File: config.mk
export PLATFORM = sky130hd
export DESIGN_NAME = mc_sequencer
export DESIGN_NICKNAME = d
export VERILOG_FILES = /design/src/rtl/mc_sequencer.sv
export SDC_FILE = /design/constraint.sdc
export NUM_CORES = 1
export LEC_CHECK = 0
export CORE_MARGIN = 5
export CORE_UTILIZATION = 35
export CTS_CLUSTER_SIZE = 24
export DETAILED_ROUTE_END_ITERATION = 8
export PLACE_DENSITY_LB_ADDON = 0.08
export SLEW_MARGIN = 15
export SYNTH_ARGS = -nofsm -noshare
export SYNTH_HDL_FRONTEND = slang
export SYNTH_SLANG_ARGS = --single-unit
export TNS_END_PERCENT = 1
File: constraint.sdc
create_clock -name clk -period 2.22 [get_ports clk]
set_input_delay 0.222 -clock clk [delete_from_list [all_inputs] [get_ports clk]]
set_output_delay 0.222 -clock clk [all_outputs]
set_load 0.02 [all_outputs]
File: src/rtl/mc_sequencer.sv
// mc_sequencer: multi-cycle RISC-V control sequencer.
// Splits each instruction into FETCH/DECODE/EXECUTE/MEM/WB. Handshakes with
// variable-latency instruction and data memories. Includes a bus-timeout
// watchdog and a retired-instruction counter.
// Optional build macro MC_PERF_CNT_EN adds the cycle and stall counters
// (cyc_cnt, stall_cnt). Without it, both outputs are tied to zero.
module mc_sequencer #(
  parameter int CNT_W = 32,
  parameter int TMO_W = 8
) (
  input  logic             clk,
  input  logic             rst,
  input  logic             enable,
  input  logic [6:0]       opcode,
  input  logic             imem_ack,
  input  logic             dmem_ack,
  output logic             imem_req,
  output logic             dmem_req,
  output logic             ir_we,
  output logic             pc_we,
  output logic             mem_read,
  output logic             mem_write,
  output logic             reg_write,
  output logic             alu_src,
  output logic             mem_2_reg,
  output logic [1:0]       alu_op,
  output logic             branch,
  output logic             jump,
  output logic             retire,
  output logic             busy,
  output logic             err,
  output logic [CNT_W-1:0] instret,
  output logic [CNT_W-1:0] cyc_cnt,
  output logic [CNT_W-1:0] stall_cnt
);

  localparam logic [6:0] OP_R   = 7'b0110011;
  localparam logic [6:0] OP_I   = 7'b0010011;
  localparam logic [6:0] OP_LD  = 7'b0000011;
  localparam logic [6:0] OP_ST  = 7'b0100011;
  localparam logic [6:0] OP_BR  = 7'b1100011;
  localparam logic [6:0] OP_JAL = 7'b1101111;

  // A request cycle with no ack while the counter holds this value is the
  // final tolerated cycle. With no ack, the watchdog reaches 2^TMO_W-1.
  localparam logic [TMO_W-1:0] TMO_LAST = {TMO_W{1'b1}} - TMO_W'(1);

  typedef enum logic [2:0] {
    S_IDLE, S_FETCH, S_DECODE, S_EXEC, S_MEM, S_WB, S_ERR
  } state_t;

  typedef enum logic [2:0] {
    C_R, C_I, C_LD, C_ST, C_BR, C_JAL
  } cls_t;

  state_t           state, state_nx;
  cls_t             cls, op_cls;
  logic             op_legal;
  logic [TMO_W-1:0] tmo_cnt;
  logic             stall;
  logic             tmo_hit;
  state_t           boundary;

  // Classify the raw opcode. The result is only captured in DECODE.
  always_comb begin
    op_cls   = C_R;
    op_legal = 1'b1;
    case (opcode)
      OP_R:    op_cls = C_R;
      OP_I:    op_cls = C_I;
      OP_LD:   op_cls = C_LD;
      OP_ST:   op_cls = C_ST;
      OP_BR:   op_cls = C_BR;
      OP_JAL:  op_cls = C_JAL;
      default: op_legal = 1'b0;
    endcase
  end

  assign stall    = (imem_req && !imem_ack) || (dmem_req && !dmem_ack);
  assign tmo_hit  = (tmo_cnt == TMO_LAST);
  assign boundary = enable ? S_FETCH : S_IDLE;
  assign busy     = (state != S_IDLE) && (state != S_ERR);
  assign err      = (state == S_ERR);

  // Next-state and control-strobe decode from state, latched class and acks.
  always_comb begin
    state_nx  = state;
    imem_req  = 1'b0;
    dmem_req  = 1'b0;
    ir_we     = 1'b0;
    pc_we     = 1'b0;
    mem_read  = 1'b0;
    mem_write = 1'b0;
    reg_write = 1'b0;
    alu_src   = 1'b0;
    mem_2_reg = 1'b0;
    alu_op    = 2'b00;
    branch    = 1'b0;
    jump      = 1'b0;
    retire    = 1'b0;
    case (state)
      S_IDLE: if (enable) state_nx = S_FETCH;
      S_FETCH: begin
        imem_req = 1'b1;
        if (imem_ack) begin
          ir_we    = 1'b1;
          state_nx = S_DECODE;
        end else if (tmo_hit) begin
          state_nx = S_ERR;
        end
      end
      S_DECODE: state_nx = op_legal ? S_EXEC : S_ERR;
      S_EXEC: begin
        case (cls)
          C_R: begin
            alu_op   = 2'b10;
            state_nx = S_WB;
          end
          C_I: begin
            alu_op   = 2'b11;
            alu_src  = 1'b1;
            state_nx = S_WB;
          end
          C_LD, C_ST: begin
            alu_src  = 1'b1;
            state_nx = S_MEM;
          end
          C_BR: begin
            alu_op   = 2'b01;
            branch   = 1'b1;
            pc_we    = 1'b1;
            retire   = 1'b1;
            state_nx = boundary;
          end
          C_JAL: begin
            jump     = 1'b1;
            state_nx = S_WB;
          end
          default: state_nx = S_ERR;
        endcase
      end
      S_MEM: begin
        dmem_req  = 1'b1;
        alu_src   = 1'b1;
        mem_read  = (cls == C_LD);
        mem_write = (cls == C_ST);
        if (dmem_ack) begin
          if (cls == C_LD) begin
            state_nx = S_WB;
          end else begin
            pc_we    = 1'b1;
            retire   = 1'b1;
            state_nx = boundary;
          end
        end else if (tmo_hit) begin
          state_nx = S_ERR;
        end
      end
      S_WB: begin
        reg_write = 1'b1;
        pc_we     = 1'b1;
        retire    = 1'b1;
        mem_2_reg = (cls == C_LD);
        jump      = (cls == C_JAL);
        state_nx  = boundary;
      end
      S_ERR:   state_nx = S_ERR;
      default: state_nx = S_IDLE;
    endcase
  end

  // State register and opcode-class latch (class captured in DECODE only).
  always_ff @(posedge clk) begin
    if (rst) begin
      state <= S_IDLE;
      cls   <= C_R;
    end else begin
      state <= state_nx;
      if (state == S_DECODE) cls <= op_cls;
    end
  end

  // Watchdog counts consecutive unacked request cycles. It restarts whenever a
  // request is acked or no request is pending, so each FETCH/MEM entry starts
  // from zero.
  always_ff @(posedge clk) begin
    if (rst)        tmo_cnt <= '0;
    else if (stall) tmo_cnt <= tmo_cnt + TMO_W'(1);
    else            tmo_cnt <= '0;
  end

  // Retired-instruction counter. It wraps naturally at 2^CNT_W.
  always_ff @(posedge clk) begin
    if (rst)         instret <= '0;
    else if (retire) instret <= instret + CNT_W'(1);
  end

`ifdef MC_PERF_CNT_EN
  logic [CNT_W-1:0] cyc_q, stall_q;

  // Performance counters: busy cycles and unacked request cycles.
  always_ff @(posedge clk) begin
    if (rst) begin
      cyc_q   <= '0;
      stall_q <= '0;
    end else begin
      if (busy)  cyc_q   <= cyc_q + CNT_W'(1);
      if (stall) stall_q <= stall_q + CNT_W'(1);
    end
  end

  assign cyc_cnt   = cyc_q;
  assign stall_cnt = stall_q;
`else
  assign cyc_cnt   = '0;
  assign stall_cnt = '0;
`endif

endmodule

==> metrics.md, run 1 <==
| Metric | Value |
|---|---|
| Critical path capture point type | `primary output` |
| Crit Reg-Reg Startpoint | `cls[0]` |
| Post-Synthesis Cell Area | `2960 µm²` |
| Cells after synthesis | `367` |
| Cell chosen for the clock root | `sky130_fd_sc_hd__clkbuf_8` |
| Clock tree from TritonCTS | `done` |
| Synthesized area divided by synthesized cell count | `8.07 µm²` |
| Clock Pin Slew Worst Setup and Hold Paths | `0.09 ns` |
| Worst hold path type | `flop to flop` |
| Via count | `2623` |
| GRT overflow | `0` |
| Maximum clock skew at final layout | `0.00857 ns` |
| Peak supply drop | `0.269 mV` |
| Synth top cells by count | `65 x sky130_fd_sc_hd__buf_4, 46 x sky130_fd_sc_hd__dfxtp_1, 45 x sky130_fd_sc_hd__nor2_1, 20 x sky130_fd_sc_hd__a21oi_1, 20 x sky130_fd_sc_hd__xor2_1` |
| Minimum clock period after layout | `2.10 ns` |
| Die height | `102 µm` |
| Fillers | `839` |
| Portion of the post-synthesis area used by sequential elements | `0.311` |
| Clock insertion delay at the later pin of the skew report | `0.31 ns` |
| #FFs+latches synth | `46` |
| Starting utilization of the core area | `0.361` |
| Die boundary width | `102 µm` |
| Weighted congestion at the end of routability-driven global placement | `0.788` |
| Initial antenna violation count | `0` |
| Number of enable flip-flop cells after synthesis | `0` |
| Total area of multi-input combinational cells | `1710 µm²` |
| Wire length of the first global-routing pass | `11.1 mm` |
| Period utilisation layout | `0.947` |
| Most area-consuming cells after synthesis | `sky130_fd_sc_hd__dfxtp_1 31%, sky130_fd_sc_hd__buf_4 16%, sky130_fd_sc_hd__xor2_1 5.9%` |
| Share of the synthesized area in the top cell type | `0.311` |
| Die area | `10400 µm²` |
| Via density per instance | `4.79` |
| Number of rows in the core area | `33` |
| Total count of max-transition violations in the final report | `0` |
| Run status | `completed` |
| Number of CTS-inserted buffers | `5` |
| # DRC | `0` |
| Crit. Startpoint | `cls[0]` |
| IO Port Bufs | `59` |
| Power density over the cells | `496 nW/µm²` |
| Number of endpoints with negative hold slack in the final report | `0` |
| Core outline area | `8220 µm²` |
| Library cell occupying the most area in the post-synthesis netlist | `sky130_fd_sc_hd__dfxtp_1` |
| Final routed wire length divided by cell count | `13.0 µm` |
| Area growth syn-to-layout | `25.0%` |
| Maximum buffer depth of the clock tree | `2` |
| R2r worst-path depth | `6` |
| Nets | `457` |
| Via count of the first global-routing pass | `2296` |
| Post-route insts no fill | `548` |
| Async set or reset register ratio after synthesis | `0` |
| Max Cap Violations | `0` |
| Worst path arrival time | `1.88 ns` |
| Smallest setup slack after layout | `0.118 ns` |
| Most used standard cell by instance count after synthesis | `sky130_fd_sc_hd__buf_4` |
| WS Path Type | `flop to primary output` |
| GRT Overall Usage | `0.132` |
| Wirelength, routed | `7.11 mm` |
| Fmax | `476 MHz` |
| Startpoint of the worst hold path | `tmo_cnt[0]` |
| Iteration count of the initial detailed-routing pass | `4` |
| Register area | `923 µm²` |
| Fraction of final layout cells with drive strength greater than 1 | `0.104` |
| I/O pin total | `124` |
| Total leakage power | `1.54 nW` |
| Worst-path maximum fanout | `6` |
| Yosys synthesis warning count | `0` |
| Pre-CTS worst setup slack | `0.0614 ns` |
| CTS sink cnt | `46` |
| Maximum number of pins on one net before global-route repair | `36` |
| Total setup violations reported at the end of the flow | `0` |
| Data required time of the worst path | `2.00 ns` |
| Detailed placer's ending HPWL | `5.37 mm` |
| Number of distinct library cell variants in the gate-level netlist after synthesis | `49` |
| Critical path launch point type | `flop` |
| Hold Path Cell Cnt | `1` |
| Maximum level of the CTS H-tree | `2` |
| Ys flop type | `sky130_fd_sc_hd__dfxtp_1` |
| Diode count | `0` |
| Setup repair after global routing missed its margin | `true` |
| Remaining antenna violation count after routing | `0` |
| Starting DRC count in detailed routing | `60` |
| Number of instances in the placed design | `540` |
critical path, cell delays in order, from the launching register on:
cell and delay [ns]:
sky130_fd_sc_hd__dfxtp_1 0.37, sky130_fd_sc_hd__or3b_4 0.45, sky130_fd_sc_hd__nor2_1 0.13, sky130_fd_sc_hd__clkdlybuf4s50_1 0.63
path summary, 6_finish.rpt:
kind | endpoint | slack, ns
setup / recovery | branch | 0.12
hold / removal | tmo_cnt[0] | 0.47
setup reg to reg | instret[19] | 0.14
hold reg to reg | tmo_cnt[0] | 0.47
report_power, final:
| group | internal, mW | switching [mW] |
|---|---|---|
| clock network | 0.338 | 0.307 |
| logic | 0.113 | 0.227 |
| registers | 0.836 | 0.0142 |
| total | 1.29 | 0.549 |
routing by layer:
layer,up-vias,global-route usage,part of all wire
li1,1312,-,-
met4,0,0.0404,0.013
met1,1224,0.168,0.43
met3,9,0.0355,0.072
met5,-,0,0
met2,78,0.220,0.48
logic make-up after synthesis:
| group | Yosys count | share of synthesized area |
|---|---|---|
| other | 1 | 0.00127 |
| DFF | 46 | 0.311 |
| and+or+nand+nor | 137 | 0.250 |
| AOI/OAI and AO/OA | 66 | 0.153 |
| adders and majority gates | 3 | 0.0127 |
| xor gates and xnor gates | 26 | 0.0769 |
| buffers and inverters | 88 | 0.195 |
final cells by class:
cell class | instances | share of cell area
clock buffer | 5 | 0.0186
timing repair buffer | 85 | 0.215
sequential | 46 | 0.249
multi-input combinational | 296 | 0.461
clock inverter | 3 | 0.0118
inverter | 8 | 0.00811
tap | 105 | 0.0355
cell usage in the layout, fill, tap and decap left out, types with 2 or more instances in the layout:
cell                               n
sky130_fd_sc_hd__nand3_1          10
sky130_fd_sc_hd__buf_4            25
sky130_fd_sc_hd__or4_1             3
sky130_fd_sc_hd__nor2_1           44
sky130_fd_sc_hd__nor3_1            6
sky130_fd_sc_hd__conb_1           64
sky130_fd_sc_hd__nand2b_1          2
sky130_fd_sc_hd__clkbuf_8          5
sky130_fd_sc_hd__nor4_1            6
sky130_fd_sc_hd__a21oi_1          20
sky130_fd_sc_hd__o21ai_0          13
sky130_fd_sc_hd__nand2_1          17
sky130_fd_sc_hd__o211ai_1          3
sky130_fd_sc_hd__dfxtp_2           2
sky130_fd_sc_hd__a211oi_1          2
sky130_fd_sc_hd__and2_1            2
sky130_fd_sc_hd__o31ai_1           5
sky130_fd_sc_hd__o211ai_2          2
sky130_fd_sc_hd__dfxtp_1          44
sky130_fd_sc_hd__dlygate4sd2_1     4
sky130_fd_sc_hd__xor2_1           20
sky130_fd_sc_hd__dlymetal6s2s_1    5
sky130_fd_sc_hd__nor2b_1           5
sky130_fd_sc_hd__xnor2_1           6
sky130_fd_sc_hd__and3_1            6
sky130_fd_sc_hd__nand3b_1          2
sky130_fd_sc_hd__clkdlybuf4s50_1  50
sky130_fd_sc_hd__ha_1              3
sky130_fd_sc_hd__or3_1            11
sky130_fd_sc_hd__inv_1             8
sky130_fd_sc_hd__o2111ai_1         9
sky130_fd_sc_hd__nand4_1           7
sky130_fd_sc_hd__o22ai_1           3
sky130_fd_sc_hd__and4_1            5
timing repair:
item	CTS	global route
gates resized for setup	6	8
buffers inserted	0	0
pin swaps	0	0
hold buffers	0	0
setup endpoints to repair	5	11
through the flow:
stage / utilization / cell area, µm² / power (mW) / hold slack, ns / setup TNS, ns
floorplan: - / 3200 / 1.19 / 0.430 / 0
global placement: 0.434 / 3570 / 1.21 / 0.446 / 0
detailed placement: 0.434 / 3570 / 1.20 / 0.455 / 0
CTS: 0.448 / 3680 / 1.86 / 0.475 / -0.00899
global route: 0.451 / 3700 / 1.93 / 0.514 / -0.0213
finish: 0.451 / 3700 / 1.84 / 0.472 / 0
sequential cells by signal (all words and copies together), names as in the netlist:
register,count
instret,32
cls,3
tmo_cnt,8
state,3
Power figures use the tool's default switching activity.
==> run 2, diff against run 1 <==
- clock period: 2.22 -> 2.35 ns (I/O delays scaled with it)
==> run 2 against run 1 <==
Compared with the run above:
- sequential cell count stayed put
- non-clock buffer count is 6 lower
- die area unchanged
- critical path depth is 1 higher
- global-route usage is 0.43 points lower
- clock power fell by 26%
- total power down 13%
- critical path type unchanged
- largest power group unchanged
==> metrics.md, run 2 (same netlist as run 1, synthesis figures left out) <==
| Metric | Value |
|---|---|
| WS Path Type | `flop to primary output` |
| CTS sink cnt | `46` |
| Power density over the cells | `441 nW/µm²` |
| Die boundary width | `102 µm` |
| Maximum buffer depth of the clock tree | `2` |
| Critical path capture point type | `primary output` |
| Minimum clock period after layout | `2.20 ns` |
| Via density per instance | `4.75` |
| Largest registers in the final layout | `instret (32), tmo_cnt (8)` |
| # DRC | `0` |
| Via count | `2571` |
| Area growth syn-to-layout | `22.4%` |
| Uppermost layer routed | `met4` |
| Period utilisation layout | `0.936` |
| Final routed wire length divided by cell count | `12.8 µm` |
| Highest-count cells in the layout ignoring fill and taps | `64 x sky130_fd_sc_hd__conb_1, 54 x sky130_fd_sc_hd__clkdlybuf4s50_1, 45 x sky130_fd_sc_hd__nor2_1, 43 x sky130_fd_sc_hd__dfxtp_1` |
| Worst path arrival time | `1.97 ns` |
| Routed wire length on met3 | `463 µm` |
| Fraction of final layout cells with drive strength greater than 1 | `0.0872` |
| Maximum level of the CTS H-tree | `2` |
| Worst-path maximum fanout | `9` |
| Fmax | `454 MHz` |
| Final Util | `0.441` |
| Die area | `10400 µm²` |
| Nets | `451` |
| Worst hold path type | `flop to flop` |
| Clock Pin Slew Worst Setup and Hold Paths | `0.08 ns` |
| Peak supply drop | `0.228 mV` |
| Cell chosen for the clock root | `sky130_fd_sc_hd__clkbuf_8` |
| Iteration count of the initial detailed-routing pass | `4` |
| Smallest setup slack after layout | `0.149 ns` |
| Total setup violations reported at the end of the flow | `0` |
| Pre-CTS worst setup slack | `0.167 ns` |
| Starting DRC count in detailed routing | `53` |
| Setup repair after global routing missed its margin | `false` |
| GRT overflow | `0` |
| Routed wire length on met2 | `3.28 mm` |
| Number of endpoints with negative hold slack in the final report | `0` |
| Weighted congestion at the end of routability-driven global placement | `0.824` |
| Slack of the worst reg-to-reg path | `0.19 ns` |
| Fillers | `853` |
| Number of CTS-inserted buffers | `5` |
| Remaining antenna violation count after routing | `0` |
| Most common cell after layout, fill and taps aside | `sky130_fd_sc_hd__conb_1` |
| Run status | `completed` |
| GRT Overall Usage | `0.128` |
| IO Port Bufs | `59` |
| Core outline area | `8220 µm²` |
| Total leakage power | `1.44 nW` |
| Critical path launch point type | `flop` |
| Diode count | `0` |
| Clock tree from TritonCTS | `done` |
| Number of buffers added for setup after CTS | `0` |
| Die height | `102 µm` |
| Number of flip-flops under the largest register name | `32` |
| Data required time of the worst path | `2.12 ns` |
| Max Cap Violations | `0` |
| Via count of the first global-routing pass | `2193` |
| Clock insertion delay at the later pin of the skew report | `0.30 ns` |
| Wirelength, routed | `6.94 mm` |
| Number of rows in the core area | `33` |
| Maximum clock skew at final layout | `0.00580 ns` |
| Final-layout setup total negative slack | `0 ns` |
| Initial antenna violation count | `0` |
| Starting utilization of the core area | `0.361` |
| Register with the highest flop count | `instret` |
| Wire length of the first global-routing pass | `10.8 mm` |
| Total count of max-transition violations in the final report | `0` |
| Detailed placer's ending HPWL | `5.30 mm` |
| Routed length on met1 | `3.18 mm` |
| Maximum number of pins on one net before global-route repair | `29` |
| I/O pin total | `124` |
-- run 2: cell type report --
type / instances / area, µm² / area share
Sequential cell: 46 / 925 / 0.255
Timing Repair Buffer: 79 / 758 / 0.209
Tap cell: 105 / 131 / 0.0362
Clock buffer: 6 / 72.6 / 0.0200
Clock inverter: 1 / 7.51 / 0.00207
Inverter: 8 / 30.0 / 0.00828
Multi-Input combinational cell: 296 / 1700 / 0.469
-- run 2: per-stage QoR --
| stage | cells | power [mW] | cell area (µm²) | hold WS (ns) |
|---|---|---|---|---|
| after floorplan | 430 | 1.12 | 3200 | 0.430 |
| after global placement | 534 | 1.14 | 3540 | 0.446 |
| after detailed placement | 534 | 1.13 | 3540 | 0.454 |
| after CTS | 541 | 1.62 | 3620 | 0.474 |
| after global routing | 541 | 1.69 | 3630 | 0.524 |
| final | 541 | 1.60 | 3630 | 0.472 |
-- run 2: layer usage --
layer	vias up	GRT usage
met2	74	0.205
met3	2	0.0328
met5	-	0
met1	1188	0.177
met4	0	0.0212
li1	1307	-
-- run 2: where the power goes --
| group | total (mW) | switching [mW] | leakage [nW] | internal (mW) |
|---|---|---|---|---|
| Combinational | 0.312 | 0.207 | 1.03 | 0.106 |
| Sequential | 0.809 | 0.0182 | 0.372 | 0.790 |
| Clock | 0.477 | 0.273 | 0.0373 | 0.205 |
| Total | 1.60 | 0.497 | 1.44 | 1.10 |
-- run 2: critical path, cell delays in order, from the launching register on --
cell and delay [ns]:
sky130_fd_sc_hd__dfxtp_2 0.36, sky130_fd_sc_hd__nand3b_1 0.24, sky130_fd_sc_hd__buf_4 0.19, sky130_fd_sc_hd__o31ai_1 0.22
sky130_fd_sc_hd__clkdlybuf4s50_1 0.65
-- run 2: timing repair --
| action | in CTS | in global routing |
|---|---|---|
| hold endpoints to repair | 0 | 0 |
| hold buffers | 0 | 0 |
| setup endpoints to repair | 4 | 5 |
| gates resized for setup | 3 | 6 |
-- run 2: worst paths after layout --
path,from,cells past startpoint,endpoint
max,state[2],4,alu_src
min,tmo_cnt[0],1,tmo_cnt[0]
max reg2reg,cls[0],6,instret[19]
min reg2reg,tmo_cnt[0],1,tmo_cnt[0]
==> edit 1, RTL diff (flow settings as in run 2) <==
The 6 values of `cls_t` get a Gray code encoding in 3 bits.
--- a/src/rtl/mc_sequencer.sv
+++ b/src/rtl/mc_sequencer.sv
@@ -50,7 +50,7 @@
   } state_t;
 
   typedef enum logic [2:0] {
-    C_R, C_I, C_LD, C_ST, C_BR, C_JAL
+    C_R = 3'b000, C_I = 3'b001, C_LD = 3'b011, C_ST = 3'b010, C_BR = 3'b110, C_JAL = 3'b111
   } cls_t;
 
   state_t           state, state_nx;
Behaviour: same outputs for any inputs over 10 cycles, from zero or initial values and one cycle with rst high; not proved beyond that.
==> edit 1 against run 2 <==
Power increased by 3.8%; synthesized area increased by 3.5%; combinational power increased by 14%; sequential share of layout area decreased by 0.069 points; synthesized cell count increased by 5.2%; sequential power about the same; routed wire length increased by 3.3%; utilization decreased by 2.1 points; setup slack got worse by 0.019 ns; sequential cell count unchanged; final area unchanged; non-clock buffer count decreased by 9; die area increased by 3.1%; largest power group unchanged.
==> edit 1: results (changes against run 2) <==
Vias in the first global route -> 2468 (+13%)
Commonest cells in the netlist -> buf_4 (67), dfxtp_1 (46), nor2_1 (39)
Grt met1 use -> 0.161 (-0.0154)
Max incr delay on CP -> 0.60 ns (-0.05 ns)
GR Util All Layers -> 0.128 (about the same)
Worst skew pair latency -> 0.30 ns (about the same)
Iter 0 DRT Violations -> 107 (+100%)
GPL Wtd Cong -> 0.725 (-12%)
Clock share of power -> 0.297 (-0.002)
Yosys warns -> 0 (unchanged)
Top delay family on crit path -> buffers and inverters
Synth async-reset ratio -> 0 (unchanged)
Fill cell total of the finished layout -> 920 (+7.9%)
Internal power -> 1.11 mW (+1.2%)
Sequential area share after synthesis -> 0.300 (-0.0104)
Largest regs -> instret (32), tmo_cnt (8)
Met3 Use GR -> 0.0392 (+0.00641)
Post-Place Worst Slack -> 0.200 ns (+0.0335 ns)
Overall via count from detail_route -> 2670 (+3.9%)
Compound-Gate Fraction of Synth Area -> 0.155 (+0.00140)
Seq area share -> 0.254 (-0.000690)
Top post-synthesis cells by area -> dfxtp_1 (30%), buf_4 (16%), a21oi_1 (4.9%)
Worst hold path type -> flop to flop
DR WL met2 -> 3380 um (+3.2%)
Signal buf overhead -> 0.188 (-0.0207)
Netlist cell types -> 51 (+4.1%)
Global-route wire length before repair -> 11800 um (+9.3%)
Final clock-cell share -> 0.0248 (+0.00276)
Placed cell count -> 545 (+2.1%)
Wirelength per Cell -> 13.0 um (+1.0%)
Post-Synth XOR/XNOR Area -> 0.0486 (-0.0283)
Post-Synth Adder-Cell Area -> 0.0122 (-0.000424)
Gate Count Post-Synth -> 386 (+5.2%)
Grt met2 use -> 0.215 (+0.00999)
Port Buffers -> 59 (unchanged)
Max FO, Critical Path -> 12 (+3)
Pin count of the biggest net entering global routing -> 33 (+14%)
Clock buffer depth -> 2 (unchanged)
DP Wirelength -> 5350 um (+0.99%)
Post-detailed-route via-to-cell ratio -> 4.83 (+1.6%)
Final net count -> 459 (+1.8%)
Non-Clock Buffer Count -> 70 (-11%)
Multi-In Gates -> 308 (+4.1%)
Number of logic inverters in the finished layout -> 13 (+5)
Metal-1 WL -> 3270 um (+2.8%)
Static leakage -> 1.35 nW (-6.0%)
IR Drop Worst-Case VDD -> 0.250 mV (+9.9%)
Final Skew -> 0.0134 ns (+0.00763 ns)
Clk root buf -> clkbuf_8
Clock transition at path regs -> 0.08 ns (about the same)
Layout cells sized above 1 -> 0.0742 (-0.0130)
Fraction of area in multi-input gates -> 0.482 (+0.0124)
Area Growth Syn to Fin -> 18.3%
Mux cell area share after synthesis -> 0 (unchanged)
Num sequential -> 46 (unchanged)
Sequential power -> 0.810 mW (about the same)
Outcome -> complete, no violations
CTS H-tree depth -> 2 (unchanged)
Max Used Layer -> met4
Metal3 WL -> 479 um (+3.5%)
[edit 1: worst paths after layout]
path | to | slack (ns) | depth (start not counted) | from
setup / recovery | mem_2_reg | 0.13 | 4 | state[0]$_SDFFE_PP0P_
hold / removal | tmo_cnt[0]$_SDFF_PP0_ | 0.48 | 1 | tmo_cnt[0]$_SDFF_PP0_
setup reg to reg | instret[28]$_SDFFE_PP0P_ | 0.33 | 5 | cls[2]$_SDFFE_PP0N_
hold reg to reg | tmo_cnt[0]$_SDFF_PP0_ | 0.48 | 1 | tmo_cnt[0]$_SDFF_PP0_
[edit 1: through the flow]
stage                     total power, mW   util  instance area, um^2
final                                1.66  0.420                 3630
after global routing                 1.75  0.420                 3630
after CTS                            1.69  0.418                 3610
after detailed placement             1.18  0.407                 3520
after global placement               1.18  0.407                 3520
after floorplan                      1.15      -                 3300
[edit 1: repair_timing]
item	4_1_cts	5_1_grt
cloned	0	0
pin swaps	0	1
endpoints found under the setup margin	2	4
gates resized for setup	2	5
hold buffers	0	0
setup buffers	0	0
==> edit 2, RTL diff (flow settings as in run 2) <==
Without the edit above. `CNT_W`: 32 -> 64.
--- a/src/rtl/mc_sequencer.sv
+++ b/src/rtl/mc_sequencer.sv
@@ -5,7 +5,7 @@
 // Optional build macro MC_PERF_CNT_EN adds the cycle and stall counters
 // (cyc_cnt, stall_cnt). Without it, both outputs are tied to zero.
 module mc_sequencer #(
-  parameter int CNT_W = 32,
+  parameter int CNT_W = 64,
   parameter int TMO_W = 8
 ) (
   input  logic             clk,
Ports: changed (resized cyc_cnt, instret and stall_cnt); port bits go from 124 to 220. The function was not compared with the original's and may differ.
==> edit 2 against run 2 <==
Synthesized area increased by 71%; final area increased by 77%; setup slack got worse by 0.13 ns; fmax decreased by 5.8%; sequential cell count increased by 32; highest routed layer unchanged; count of clock-buffer cells in the layout increased by 10; sequential share of layout area decreased by 1.1 points; power increased by 88%; first-iteration DRC count increased to 5.3 times the old value; largest cell class unchanged; die area increased by 63%; critical path type is now flop to flop; sequential power increased by 64%; critical path depth increased by 1; routed wire length increased by 93%.
==> edit 2: results (changes against run 2) <==
Clk root buf -> clkbuf_16
Overall via count from detail_route -> 4576 (+78%)
Commonest cells in the netlist -> buf_4 (129), dfxtp_1 (78), nor2_1 (51)
FF-to-FF setup slack -> 0.01 ns (-0.18 ns)
CTS H-tree depth -> 3 (+1)
GR Util All Layers -> 0.153 (+0.0253)
Netlist cell types -> 51 (+4.1%)
Final Skew -> 0.00575 ns (-0.0000518 ns)
Global-route wire length before repair -> 20900 um (+93%)
Layout cells sized above 1 -> 0.131 (+0.0434)
IR Drop Worst-Case VDD -> 0.276 mV (+21%)
Dpl cell area -> 0.00612 mm^2 (+73%)
Outcome -> complete, no violations
Worst hold path type -> input port to flop
Hold-critical path depth -> 2 (+1)
FF-to-FF path depth -> 5 (-1)
DP Wirelength -> 10200 um (+93%)
Pin count of the biggest net entering global routing -> 41 (+41%)
Worst skew pair latency -> 0.34 ns (+0.04 ns)
Crit Reg-Reg Endpoint -> instret[48]$_SDFFE_PP0P_
WL final -> 13400 um (+93%)
Hold Slack -> 0.296 ns (-0.176 ns)
Sequential area share after synthesis -> 0.308 (-0.00266)
Clock transition at path regs -> 0.06 ns (-0.02 ns)
Static leakage -> 2.51 nW (+75%)
CTS buffer count -> 9 (+4)
Largest regs -> instret (64), tmo_cnt (8)
Port Buffers -> 91 (+54%)
Final net count -> 791 (+75%)
Max FO, Critical Path -> 29 (+20)
edit 2: changes by cell type after synthesis, sizes merged, moves of 17 or more:
cell and change:
a21oi +24, buf +65, dfxtp +32, nand2 +17, nand4 +24, o31ai +19, or4 +22
edit 2: power by group:
part / internal, mW / switching [mW]
combinational: 0.0671 / 0.268
clock: 0.804 / 0.536
sequential: 1.33 / 0.00499
edit 2: layer usage:
| layer | global-route usage | routed length (um) |
|---|---|---|
| met1 | 0.202 | 5920 |
| met2 | 0.243 | 6350 |
| met3 | 0.0503 | 984 |
| met4 | 0.0391 | 145 |
| met5 | 0 | 0 |
edit 2: critical path, cell delays in order, from the launching register on:
cell and delay, ns:
dfxtp_2 0.31, or3b_4 0.41, o221a_4 0.29, or4_4 0.58, or4_1 0.52, a21oi_1 0.16
edit 2: area by class of cell:
cell class / count / area (um^2)
Multi-Input combinational cell: 515 / 2850
Fill cell: 1445 / 7940
Inverter: 13 / 53.8
Clock buffer: 16 / 282
Sequential cell: 78 / 1570
Timing Repair Buffer: 159 / 1440
Tap cell: 184 / 230
edit 2: timing repair:
action                                  4_1_cts  5_1_grt
resized for setup                             6       11
pin swaps                                     3       11
setup buffers                                 0        0
gates cloned                                  0        0
hold buffers                                  0        0
endpoints found under the setup margin       17       23
edit 2: stage by stage:
stage	total power [mW]	setup WS, ns	std cells
finish	3.01	0.0145	965
global route	3.13	-0.0636	965
CTS	3.05	-0.0186	965
detailed placement	1.69	-0.0841	949
global placement	1.69	-0.0477	949
floorplan	1.78	-0.0411	764
edit 2: kinds of logic after synthesis:
kind of cell,count (synthesis),synth area share
and+or+nand+nor,252,0.277
buffers and inverters,171,0.227
AOI/OAI and AO/OA,99,0.123
DFF,78,0.308
xor gates and xnor gates,32,0.0553
adders and majority gates,3,0.00741
other,1,0.000740
muxes,1,0.00222
